### src/rtl/seq_counter_gen_pkg.sv
// Shared definitions for the sequence counter: mode encoding, depth limit and
// elaboration-time term generators used to build the lookup table.
package seq_counter_pkg;

  typedef enum logic [1:0] {
    SEQ_PRIME = 2'd0,
    SEQ_FIB   = 2'd1,
    SEQ_SQR   = 2'd2,
    SEQ_TRI   = 2'd3
  } seq_mode_e;

  localparam int MAX_DEPTH = 16;

  // The 16th prime is 53, so a search bound of 64 covers every legal depth.
  function automatic logic [15:0] prime_at(input int k);
    int cnt;
    bit isPrime;
    logic [15:0] res;
    cnt = 0;
    res = 16'd0;
    for (int n = 2; n < 64; n++) begin
      isPrime = 1'b1;
      for (int d = 2; d < n; d++) begin
        if (n % d == 0) isPrime = 1'b0;
      end
      if (isPrime) begin
        if (cnt == k) res = 16'(n);
        cnt++;
      end
    end
    return res;
  endfunction

  function automatic logic [15:0] fib_at(input int k);
    int a;
    int b;
    int t;
    a = 0;
    b = 1;
    for (int i = 0; i < k; i++) begin
      t = a + b;
      a = b;
      b = t;
    end
    return 16'(a);
  endfunction

  function automatic logic [15:0] square_at(input int k);
    return 16'(k * k);
  endfunction

  function automatic logic [15:0] tri_at(input int k);
    return 16'((k * (k + 1)) / 2);
  endfunction

  function automatic logic [15:0] term_at(input seq_mode_e m, input int k);
    case (m)
      SEQ_PRIME: return prime_at(k);
      SEQ_FIB:   return fib_at(k);
      SEQ_SQR:   return square_at(k);
      SEQ_TRI:   return tri_at(k);
      default:   return 16'd0;
    endcase
  endfunction

endpackage

### src/rtl/seq_counter_gen_index_ctr.sv
// Up/down index counter with clamped load, clear and a registered wrap pulse.
// Also exposes the next-state index so the term lookup can be registered alongside.
module seq_index_ctr
  import seq_counter_pkg::*;
#(
  parameter int DEPTH = 11,
  parameter int IDX_W = $clog2(DEPTH)
) (
  input  logic             clk,
  input  logic             reset,
  input  logic             i_load,
  input  logic [IDX_W-1:0] i_loadIdx,
  input  logic             i_clear,
  input  logic             i_step,
  input  logic             i_up,
  output logic [IDX_W-1:0] o_idx,
  output logic [IDX_W-1:0] o_nextIdx,
  output logic             o_wrap
);

  localparam logic [IDX_W-1:0] LAST = IDX_W'(DEPTH - 1);

  logic [IDX_W-1:0] r_idx;
  logic             r_wrap;
  logic [IDX_W-1:0] w_nextIdx;
  logic             w_wrap;

  // Load outranks clear, which outranks a step.
  always_comb begin
    w_nextIdx = r_idx;
    w_wrap    = 1'b0;
    if (i_load) begin
      w_nextIdx = (i_loadIdx > LAST) ? LAST : i_loadIdx;
    end else if (i_clear) begin
      w_nextIdx = '0;
    end else if (i_step) begin
      if (i_up) begin
        if (r_idx == LAST) begin
          w_nextIdx = '0;
          w_wrap    = 1'b1;
        end else begin
          w_nextIdx = r_idx + IDX_W'(1);
        end
      end else begin
        if (r_idx == '0) begin
          w_nextIdx = LAST;
          w_wrap    = 1'b1;
        end else begin
          w_nextIdx = r_idx - IDX_W'(1);
        end
      end
    end
  end

  always_ff @(posedge clk) begin
    if (!reset) begin
      r_idx  <= '0;
      r_wrap <= 1'b0;
    end else begin
      r_idx  <= w_nextIdx;
      r_wrap <= w_wrap;
    end
  end

  assign o_idx     = r_idx;
  assign o_nextIdx = w_nextIdx;
  assign o_wrap    = r_wrap;

endmodule

### src/rtl/seq_counter_gen.sv
// Sequence counter top: holds the active mode, resolves load/mode/step priority
// and registers the looked-up term together with its overflow flag.
module seq_counter_gen
  import seq_counter_pkg::*;
#(
  parameter int DEPTH = 11,
  parameter int OUT_W = 10,
  parameter int IDX_W = $clog2(DEPTH)
) (
  input  logic             clk,
  input  logic             reset,
  input  logic             enable,
  input  logic             updown,
  input  logic [1:0]       mode,
  input  logic             load,
  input  logic [IDX_W-1:0] load_idx,
  output logic [OUT_W-1:0] out,
  output logic [IDX_W-1:0] idx,
  output logic             wrap,
  output logic             ovf
);

  logic [15:0]      w_termTab [4][DEPTH];
  logic             w_ovfTab  [4][DEPTH];
  logic [1:0]       r_modeQ;
  logic [OUT_W-1:0] r_out;
  logic             r_ovf;
  logic             w_modeChange;
  logic [1:0]       w_nextMode;
  logic [IDX_W-1:0] w_nextIdx;

  // Table contents are constants folded at elaboration, so the lookup is a plain mux.
  for (genvar m = 0; m < 4; m++) begin : g_mode
    for (genvar k = 0; k < DEPTH; k++) begin : g_term
      assign w_termTab[m][k] = term_at(seq_mode_e'(m), k);
      assign w_ovfTab[m][k]  = ((32'(term_at(seq_mode_e'(m), k)) >> OUT_W) != 32'd0);
    end
  end

  assign w_modeChange = (mode != r_modeQ);
  assign w_nextMode   = (load || w_modeChange) ? mode : r_modeQ;

  seq_index_ctr #(
    .DEPTH (DEPTH),
    .IDX_W (IDX_W)
  ) u_indexCtr (
    .clk       (clk),
    .reset     (reset),
    .i_load    (load),
    .i_loadIdx (load_idx),
    .i_clear   (w_modeChange),
    .i_step    (enable && !w_modeChange),
    .i_up      (updown),
    .o_idx     (idx),
    .o_nextIdx (w_nextIdx),
    .o_wrap    (wrap)
  );

  always_ff @(posedge clk) begin
    if (!reset) begin
      r_modeQ <= SEQ_PRIME;
      r_out   <= OUT_W'(term_at(SEQ_PRIME, 0));
      r_ovf   <= 1'b0;
    end else begin
      r_modeQ <= w_nextMode;
      r_out   <= OUT_W'(w_termTab[w_nextMode][w_nextIdx]);
      r_ovf   <= w_ovfTab[w_nextMode][w_nextIdx];
    end
  end

  assign out = r_out;
  assign ovf = r_ovf;

endmodule

### config.mk
export PLATFORM = sky130hd
export DESIGN_NAME = seq_counter_gen
export DESIGN_NICKNAME = d
export VERILOG_FILES = /design/src/rtl/seq_counter_gen_pkg.sv /design/src/rtl/seq_counter_gen_index_ctr.sv /design/src/rtl/seq_counter_gen.sv
export SDC_FILE = /design/constraint.sdc
export NUM_CORES = 1
export LEC_CHECK = 0
export BUFFER_PORTS_ARGS = -buffer_cell sky130_fd_sc_hd__clkbuf_2
export CAP_MARGIN = 20
export CORE_AREA = 8 8 55 57
export CTS_BUF_LIST = sky130_fd_sc_hd__clkbuf_4 sky130_fd_sc_hd__clkbuf_8
export DETAILED_ROUTE_END_ITERATION = 12
export DIE_AREA = 0 0 63 65
export PLACE_DENSITY_LB_ADDON = 0.3
export SKIP_CTS_REPAIR_TIMING = 1
export SYNTH_ARGS = -nofsm -noshare
export SYNTH_HDL_FRONTEND = slang
export SYNTH_SLANG_ARGS = --single-unit
### constraint.sdc
create_clock -name clk -period 3.6 [get_ports clk]
set_input_delay 0.72 -clock clk [delete_from_list [all_inputs] [get_ports clk]]
set_output_delay 0.72 -clock clk [all_outputs]
set_load 0.01 [all_outputs]
==> impl_results.md, run 1 <==
* Main combinational cell family by area after synthesis: compound AO/OA/AOI/OAI gates
* Max VDD drop at ~0.00022 V
* Terminus of the critical flop-to-flop path: out[3]
* Highest clock frequency the design can meet at around 0.39 GHz
* Beginning of the worst register-to-register path: u_indexCtr.o_idx[0]
* Multiplexer area fraction after synthesis at 0%
* Status: completed
* Net count reported at finish at about 200
* Startpoint-to-endpoint class of the critical path: flop to flop
* Number of diodes at 0
* Routability congestion estimate at between 0.9 and 1
* Setup crit end kind: flop
* Number of filler instances in the final layout at 185
* Headroom to the max-slew limit at 48.8%
* Hold Path Depth at 3
* Total GRT Usage at between 15 and 20%
* Global-route wire length before repair at ~5200 microns
* I/O Buffers at 22
* Total length of routed wires at approximately 3200 microns
* Synth Area in Compound Gates at approximately a third
* Half-perimeter wire length after placement at 2400 microns
* Drt first pass iters at 4
* Fin crit period at 2.58 ns
* Worst-Skew Late Latency at between 0.2 and 0.3 ns
* Startpoint of the lowest-slack hold path: reset
* Number of synthesized flops with an enable pin at 0
* Final setup viols at 0
* CTS root buf: sky130_fd_sc_hd__clkbuf_4
* Vertical die dimension at approximately 65 microns
* DR iter-0 viols at 78
* Element type at the critical path start: flop
* Biggest area contributors in the synthesized netlist: sky130_fd_sc_hd__dfxtp_1, sky130_fd_sc_hd__ha_1, sky130_fd_sc_hd__a21oi_1
* Via count of the first global-routing pass at between 1000 and 1500
* Drt via density at around 6.1
* Routed vias at between 1000 and 1500
* Horiz. Die Dim at around 63 microns
* DRC viols at 0
* Transition time at the pin with the least slew margin at between 0.7 and 0.8 ns
* Number of warnings printed during yosys synthesis at 0
* Number of sinks driven by the clock tree at 14
* Placed inst area at between 1000 and 1500 sq um
* Number of max-slew violations in the final report at 0
* Reg clk slew, reported paths at 0.08 ns
* Die outline area at approximately 4100 sq um
* H-tree levels at 1
* Register bit count reported by yosys at 14
* PD cells at between 300 and 400 nW/um^2
* Buffer depth of the longest clock path at 2
* Initial core utilization at 58.9%
* Share of flip-flops with an asynchronous set or reset at 0%
* Crit path arrival time at between 2 and 3 ns
* Critical path required time at 3.76 ns
* Number of placed I/O pins at 27
* TritonCTS buffer count at 3
* Proportion of synthesized chip area in sequential cells at between 20% and 30%
* Post-Syn Instances at 158
* Final instance area at between 1000 and 1500 sq um
* Period utilisation layout at a little under three quarters
* Leftover overflow at the end of global routing at 0
* Leading register cell type out of synthesis: sky130_fd_sc_hd__dfxtp_1
* Antenna Violating Nets Remaining at 0
* Worst-case register-to-register setup slack at roughly 1.0 ns
* Layout overhead on the synthesized area at 9.29%
* Placement row count at 17
* Post-synthesis average cell area at about 8 sq um
* Proportion of layout cells with a drive suffix above 1 at between 20% and 30%
* Final count of hold timing violations at 0
* Leakage power figure at 0.622 nW
* Core region area at 2150 sq um
* Top-area cell type share of the netlist area at around 22%
* Area fraction in and, or, nand and nor cells after synthesis at between 20% and 30%
* Setup clock skew after layout at 0.00849 ns
* Share of the synthesized netlist area taken by xor and xnor gates at around 2.7%
* Top fanout value on the critical path at 18
* Routed wire length per instance at around 16 microns
* Number of antenna violations at the first check in global routing at 0
* Post-route setup TNS at 0 ns
* Worst Reg-to-Reg Cells at 8
* Library cells used by synthesis at 54
* Terminating pin of the worst hold path: out[2]
* Unrepaired setup endpoints after global routing: false
* Maximum number of pins on one net before global-route repair at 26
* Min-delay worst type: input port to flop
* Max-cap violations at 0
* CTS tree: done
* Tot Pwr at roughly 0.43 mW
* Post-synthesis instance area at around 1300 sq um
* Library cell occupying the most area in the post-synthesis netlist: sky130_fd_sc_hd__dfxtp_1
* Synth Area in Adders at about a tenth
==> flip-flops by register name (all words and copies together), names as in the netlist <==
signal / count
u_indexCtr.o_wrap: 1
r_modeQ: 2
out: 7
u_indexCtr.o_idx: 4
==> placed cells by master (no fill, tap or decap), drive strengths merged, types with 4 or more instances in the layout <==
cell type and count:
a21oi 13, and3 4, clkbuf 26, conb 4, dfxtp 14, ha 10
inv 9, nand2 13, nor2 16, o211ai 8, o21ai 9, o22ai 4
==> routing by layer <==
layer  part of all wire [%]  routed length (microns)  vias to the layer above  track usage (%)
met4                    1.6                       52                        0             5.98
li1                       -                        -                      597                -
met5                      0                        0                        -                0
met3                     10                      319                        7             5.50
met2                     47                     1490                       70             24.8
met1                     41                     1320                      572             18.1
==> per-stage QoR <==
| step | utilization, % | hold slack, ns | std cells | setup WS (ns) |
|---|---|---|---|---|
| 2_1_floorplan | - | 0.773 | 161 | 1.28 |
| 3_3_place_gp | 62.7 | 0.835 | 200 | 1.00 |
| 3_5_place_dp | 62.7 | 0.844 | 200 | 0.886 |
| 4_1_cts | 64.4 | 0.745 | 204 | 1.07 |
| 5_1_grt | 64.4 | 0.780 | 204 | 0.838 |
| 6_report | 64.4 | 0.750 | 204 | 1.02 |
==> final cells by class <==
type                       count  area [sq um]  share of cell area [%]
clock buffer                   4          36.3                    2.62
inverter                       9          33.8                    2.44
multi-input combinational    127           888                    64.2
sequential                    14           280                    20.3
tap                           28          35.0                    2.53
timing repair buffer          22           110                    7.96
==> worst max-delay path by stage <==
stage	slack (ns)	end	cells past startpoint	start
6_report	1.02	out[3]	8	u_indexCtr.o_idx[0]
3_5_place_dp	0.89	out[0]	8	mode[0]
5_1_grt	0.84	out[3]	8	u_indexCtr.o_idx[0]
4_1_cts	1.07	out[3]	8	u_indexCtr.o_idx[0]
3_3_place_gp	1.00	out[0]	8	mode[0]
2_1_floorplan	1.28	out[2]	8	mode[1]
==> cell usage after synthesis, types with 3 or more instances <==
master,n
sky130_fd_sc_hd__o21ai_0,5
sky130_fd_sc_hd__ha_1,10
sky130_fd_sc_hd__a21o_1,3
sky130_fd_sc_hd__nand2_1,13
sky130_fd_sc_hd__inv_1,9
sky130_fd_sc_hd__a21oi_1,12
sky130_fd_sc_hd__buf_4,4
sky130_fd_sc_hd__nor2_1,16
sky130_fd_sc_hd__and3_1,4
sky130_fd_sc_hd__nand2b_1,3
sky130_fd_sc_hd__dfxtp_1,14
sky130_fd_sc_hd__buf_2,4
sky130_fd_sc_hd__o22ai_1,3
sky130_fd_sc_hd__o211ai_1,5
sky130_fd_sc_hd__o21ai_1,4
sky130_fd_sc_hd__nor3b_1,3
==> critical path: stages, from the launching register on <==
cell,delay (ns)
sky130_fd_sc_hd__dfxtp_1,0.52
sky130_fd_sc_hd__inv_1,0.11
sky130_fd_sc_hd__ha_1,0.26
sky130_fd_sc_hd__o211ai_1,0.24
sky130_fd_sc_hd__o211ai_2,0.16
sky130_fd_sc_hd__a21oi_2,0.63
sky130_fd_sc_hd__nor3_1,0.14
sky130_fd_sc_hd__o311ai_1,0.27
sky130_fd_sc_hd__o211ai_1,0.12
==> kinds of logic after synthesis <==
logic type / count (synthesis)
flip-flops: 14
AO/OA/AOI/OAI: 55
buffers and inverters: 20
adder cells (fa/ha/maj): 10
other: 1
AND/OR/NAND/NOR: 55
XOR/XNOR: 3
==> report_power, final <==
group          switching [mW]  total [mW]  internal (mW)
clock                  0.0537       0.115         0.0616
combinational          0.0904       0.143         0.0525
sequential            0.00825       0.173          0.165
total                   0.152       0.432          0.279
Note: power is estimated with default switching activity, not from simulation.
==> inputs of run 2 (changes only) <==
--- a/config.mk
+++ b/config.mk
@@ -5,12 +5,13 @@
 export SDC_FILE = /design/constraint.sdc
 export NUM_CORES = 1
 export LEC_CHECK = 0
+export ABC_AREA = 1
 export BUFFER_PORTS_ARGS = -buffer_cell sky130_fd_sc_hd__clkbuf_2
 export CAP_MARGIN = 20
-export CORE_AREA = 8 8 55 57
+export CORE_AREA = 8 8 62 64
 export CTS_BUF_LIST = sky130_fd_sc_hd__clkbuf_4 sky130_fd_sc_hd__clkbuf_8
 export DETAILED_ROUTE_END_ITERATION = 12
-export DIE_AREA = 0 0 63 65
+export DIE_AREA = 0 0 70 72
 export PLACE_DENSITY_LB_ADDON = 0.3
 export SKIP_CTS_REPAIR_TIMING = 1
 export SYNTH_ARGS = -nofsm -noshare
==> constraint.sdc (replaced) <==
create_clock -name clk -period 2.25 [get_ports clk]
set_input_delay 0.45 -clock clk [delete_from_list [all_inputs] [get_ports clk]]
set_output_delay 0.45 -clock clk [all_outputs]
set_load 0.01 [all_outputs]
==> run 2 against run 1 <==
Compared with the run above:
- synthesized area grew 11%
- synthesized cell count rose by 37%
- routed wire length is 0.35% lower
- count of clock-buffer cells in the layout did not move
- total power up 67%
- design area increased by 13%
- die area increased by 23%
- worst hold slack lost 0.31 ns
- highest routed layer unchanged
==> impl_results.md, run 2 <==
* Total GRT Usage at 12.8% (-2.5 points)
* Top-count cell post-synth: sky130_fd_sc_hd__nand2_1
* Post-route setup TNS at 0 ns (unchanged)
* Share of the synthesized netlist area taken by xor and xnor gates at 1.86% (-0.81 points)
* Beginning of the worst register-to-register path: u_indexCtr.o_idx[1]
* Placed inst area at 1520 sq um (+13%)
* Startpoint of the lowest-slack hold path: reset
* Most common library cell in the layout ignoring fill and taps: sky130_fd_sc_hd__nand2_1
* Routed wire length per instance at 11.6 microns (-25%)
* Routing usage on met3 at 3.96% (-1.5 points)
* Post-synthesis average cell area at 6.53 sq um (-18%)
* Net count reported at finish at 261 (+32%)
* Drt via density at 5.08 (-17%)
* Non-Filler Instances at 272 (+33%)
* Crit path arrival time at 2.16 ns (-0.58 ns)
* Library cells used by synthesis at 35 (-35%)
* Setup clock skew after layout at 0.00429 ns (-0.00420 ns)
* Routability congestion estimate at 0.927 (+0.74%)
* Routed vias at 1382 (+11%)
* Placement row count at 20 (+3)
* Period utilisation layout at 88.2% (+17 points)
* Number of diodes at 0 (unchanged)
* Half-perimeter wire length after placement at 2530 microns (+5.5%)
* Final count of hold timing violations at 0 (unchanged)
* Utilization of the core after routing at 53.7% (-11 points)
* Fraction of met2 tracks used by global routing at 21.2% (-3.6 points)
* Startpoint-to-endpoint class of the critical path: flop to flop
* PD cells at 463 nW/um^2 (+48%)
* CTS tree: done
* Element type at the critical path start: flop
* Number of synthesized flops with an enable pin at 0 (unchanged)
* Top-area cell type share of the netlist area at 19.9% (-2.3 points)
* Leading register cell type out of synthesis: sky130_fd_sc_hd__dfxtp_1
* Proportion of layout cells with a drive suffix above 1 at 25.5% (+5.1 points)
* Number of warnings printed during yosys synthesis at 0 (unchanged)
* Share of flip-flops with an asynchronous set or reset at 0% (unchanged)
* DR iter-0 viols at 99 (+27%)
* Min-delay worst type: input port to flop
* Max VDD drop at 0.000268 V (+23%)
* Drt first pass iters at 4 (unchanged)
* Max-cap violations at 0 (unchanged)
* Maximum number of pins on one net before global-route repair at 14 (-46%)
* Leftover overflow at the end of global routing at 0 (unchanged)
* Setup crit end kind: flop
* Antenna Violating Nets Remaining at 0 (unchanged)
* Cell count after placement at 268 (+34%)
* Layout overhead on the synthesized area at 10.5%
* Total length of routed wires at 3170 microns (-0.35%)
* Main combinational cell family by area after synthesis: simple AND/OR/NAND/NOR gates
* Worst setup startpoint: u_indexCtr.o_idx[1]
* Most used cells in the layout excluding fill and tap cells: sky130_fd_sc_hd__nand2_1, sky130_fd_sc_hd__nand3_1, sky130_fd_sc_hd__inv_1, sky130_fd_sc_hd__clkbuf_2, sky130_fd_sc_hd__nor2_1
* Horiz. Die Dim at 70 microns (+11%)
* Register bit count reported by yosys at 14 (unchanged)
* Die outline area at 5040 sq um (+23%)
* Met1 track demand over resource in global routing at 15.4% (-2.7 points)
* Via count of the first global-routing pass at 1325 (+19%)
* Buffer depth of the longest clock path at 2 (unchanged)
* Number of placed I/O pins at 27 (unchanged)
* Tot Pwr at 0.721 mW (+67%)
* Synth Area in Compound Gates at 8.24% (-25 points)
* Worst-Skew Late Latency at 0.28 ns (about the same)
* Vertical die dimension at 72 microns (+11%)
* Proportion of synthesized chip area in sequential cells at 19.9% (-2.3 points)
* Top fanout value on the critical path at 12 (-6)
* Most used routing layer in global routing: met2
* Number of max-slew violations in the final report at 0 (unchanged)
* Post-Syn Instances at 216 (+37%)
* Status: completed
* Post-synthesis instance area at 1410 sq um (+11%)
* List of most frequent post-synthesis cells: sky130_fd_sc_hd__nand2_1, sky130_fd_sc_hd__nand3_1, sky130_fd_sc_hd__inv_1
* Unrepaired setup endpoints after global routing: false
* Critical path required time at 2.42 ns (-1.34 ns)
* Final setup viols at 0 (unchanged)
* Core region area at 2900 sq um (+35%)
* Area fraction in and, or, nand and nor cells after synthesis at 47.2% (+24 points)
* Initial core utilization at 48.6% (-10 points)
* Fin crit period at 1.99 ns (-0.592 ns)
* Leakage power figure at 0.822 nW (+32%)
* Highest clock frequency the design can meet at 0.504 GHz (+30%)
* Max reg flops at 7 (unchanged)
* DRC viols at 0 (unchanged)
* TritonCTS buffer count at 3 (unchanged)
* H-tree levels at 1 (unchanged)
* Library cell occupying the most area in the post-synthesis netlist: sky130_fd_sc_hd__dfxtp_1
* Final instance area at 1560 sq um (+13%)
* Number of antenna violations at the first check in global routing at 0 (unchanged)
* Number of sinks driven by the clock tree at 14 (unchanged)
* Biggest area contributors in the synthesized netlist: sky130_fd_sc_hd__dfxtp_1, sky130_fd_sc_hd__nand2_1, sky130_fd_sc_hd__ha_1
* CTS root buf: sky130_fd_sc_hd__clkbuf_4
* I/O Buffers at 22 (unchanged)
* Multiplexer area fraction after synthesis at 0% (unchanged)
* Global-route wire length before repair at 5540 microns (+6.5%)
* Reg clk slew, reported paths at 0.09 ns (about the same)
* Synth Area in Adders at 8.87% (-1.0 points)
[run 2: where the power goes]
part	internal, mW	total [mW]	switching (mW)
Combinational	0.0927	0.262	0.169
Clock	0.0984	0.186	0.0871
Sequential	0.264	0.274	0.0107
Total	0.455	0.721	0.267
[run 2: kinds of logic after synthesis]
| kind of cell | after synthesis |
|---|---|
| xor+xnor | 3 |
| compound gates | 20 |
| other cells | 1 |
| flops | 14 |
| fa+ha+maj | 10 |
| buf+inv | 39 |
| simple gates | 129 |
[run 2: final cells by class]
class,instances,area [sq um]
fill,301,1340
sequential,14,282
inverter,29,111
timing repair buffer,26,140
multi-input combinational,166,948
tap,33,41.3
clock buffer,4,36.3
[run 2: final timing paths]
check	depth (start not counted)	slack, ns	end
worst max register to register	14	0.26	out[2]
worst min-delay path	3	0.44	r_modeQ[0]
worst min register to register	3	0.71	u_indexCtr.o_wrap
worst max-delay path	14	0.26	out[2]
[run 2: through the flow]
| step | hold slack, ns | worst slack (ns) |
|---|---|---|
| after global routing | 0.445 | 0.0974 |
| after global placement | 0.695 | 0.222 |
| final | 0.438 | 0.265 |
| after CTS | 0.441 | 0.195 |
| after floorplan | 0.543 | 0.235 |
| after detailed placement | 0.701 | 0.188 |
[run 2: routing by layer]
| metal | wire, microns | up-vias |
|---|---|---|
| li1 | - | 726 |
| met1 | 1500 | 602 |
| met2 | 1340 | 46 |
| met3 | 281 | 8 |
| met4 | 47 | 0 |
| met5 | 0 | - |
[run 2: critical path, cell delays in order (launching register included)]
cell	delay [ns]
sky130_fd_sc_hd__dfxtp_2	0.40
sky130_fd_sc_hd__inv_1	0.10
sky130_fd_sc_hd__ha_1	0.18
sky130_fd_sc_hd__or2_2	0.27
sky130_fd_sc_hd__nand2_1	0.06
sky130_fd_sc_hd__nand2_1	0.04
sky130_fd_sc_hd__nand2_1	0.07
sky130_fd_sc_hd__nand2_2	0.07
sky130_fd_sc_hd__a21oi_2	0.12
sky130_fd_sc_hd__buf_4	0.19
sky130_fd_sc_hd__nor2_1	0.07
sky130_fd_sc_hd__nand2_1	0.08
sky130_fd_sc_hd__nand3_1	0.09
sky130_fd_sc_hd__nand2_1	0.08
sky130_fd_sc_hd__a21oi_2	0.05
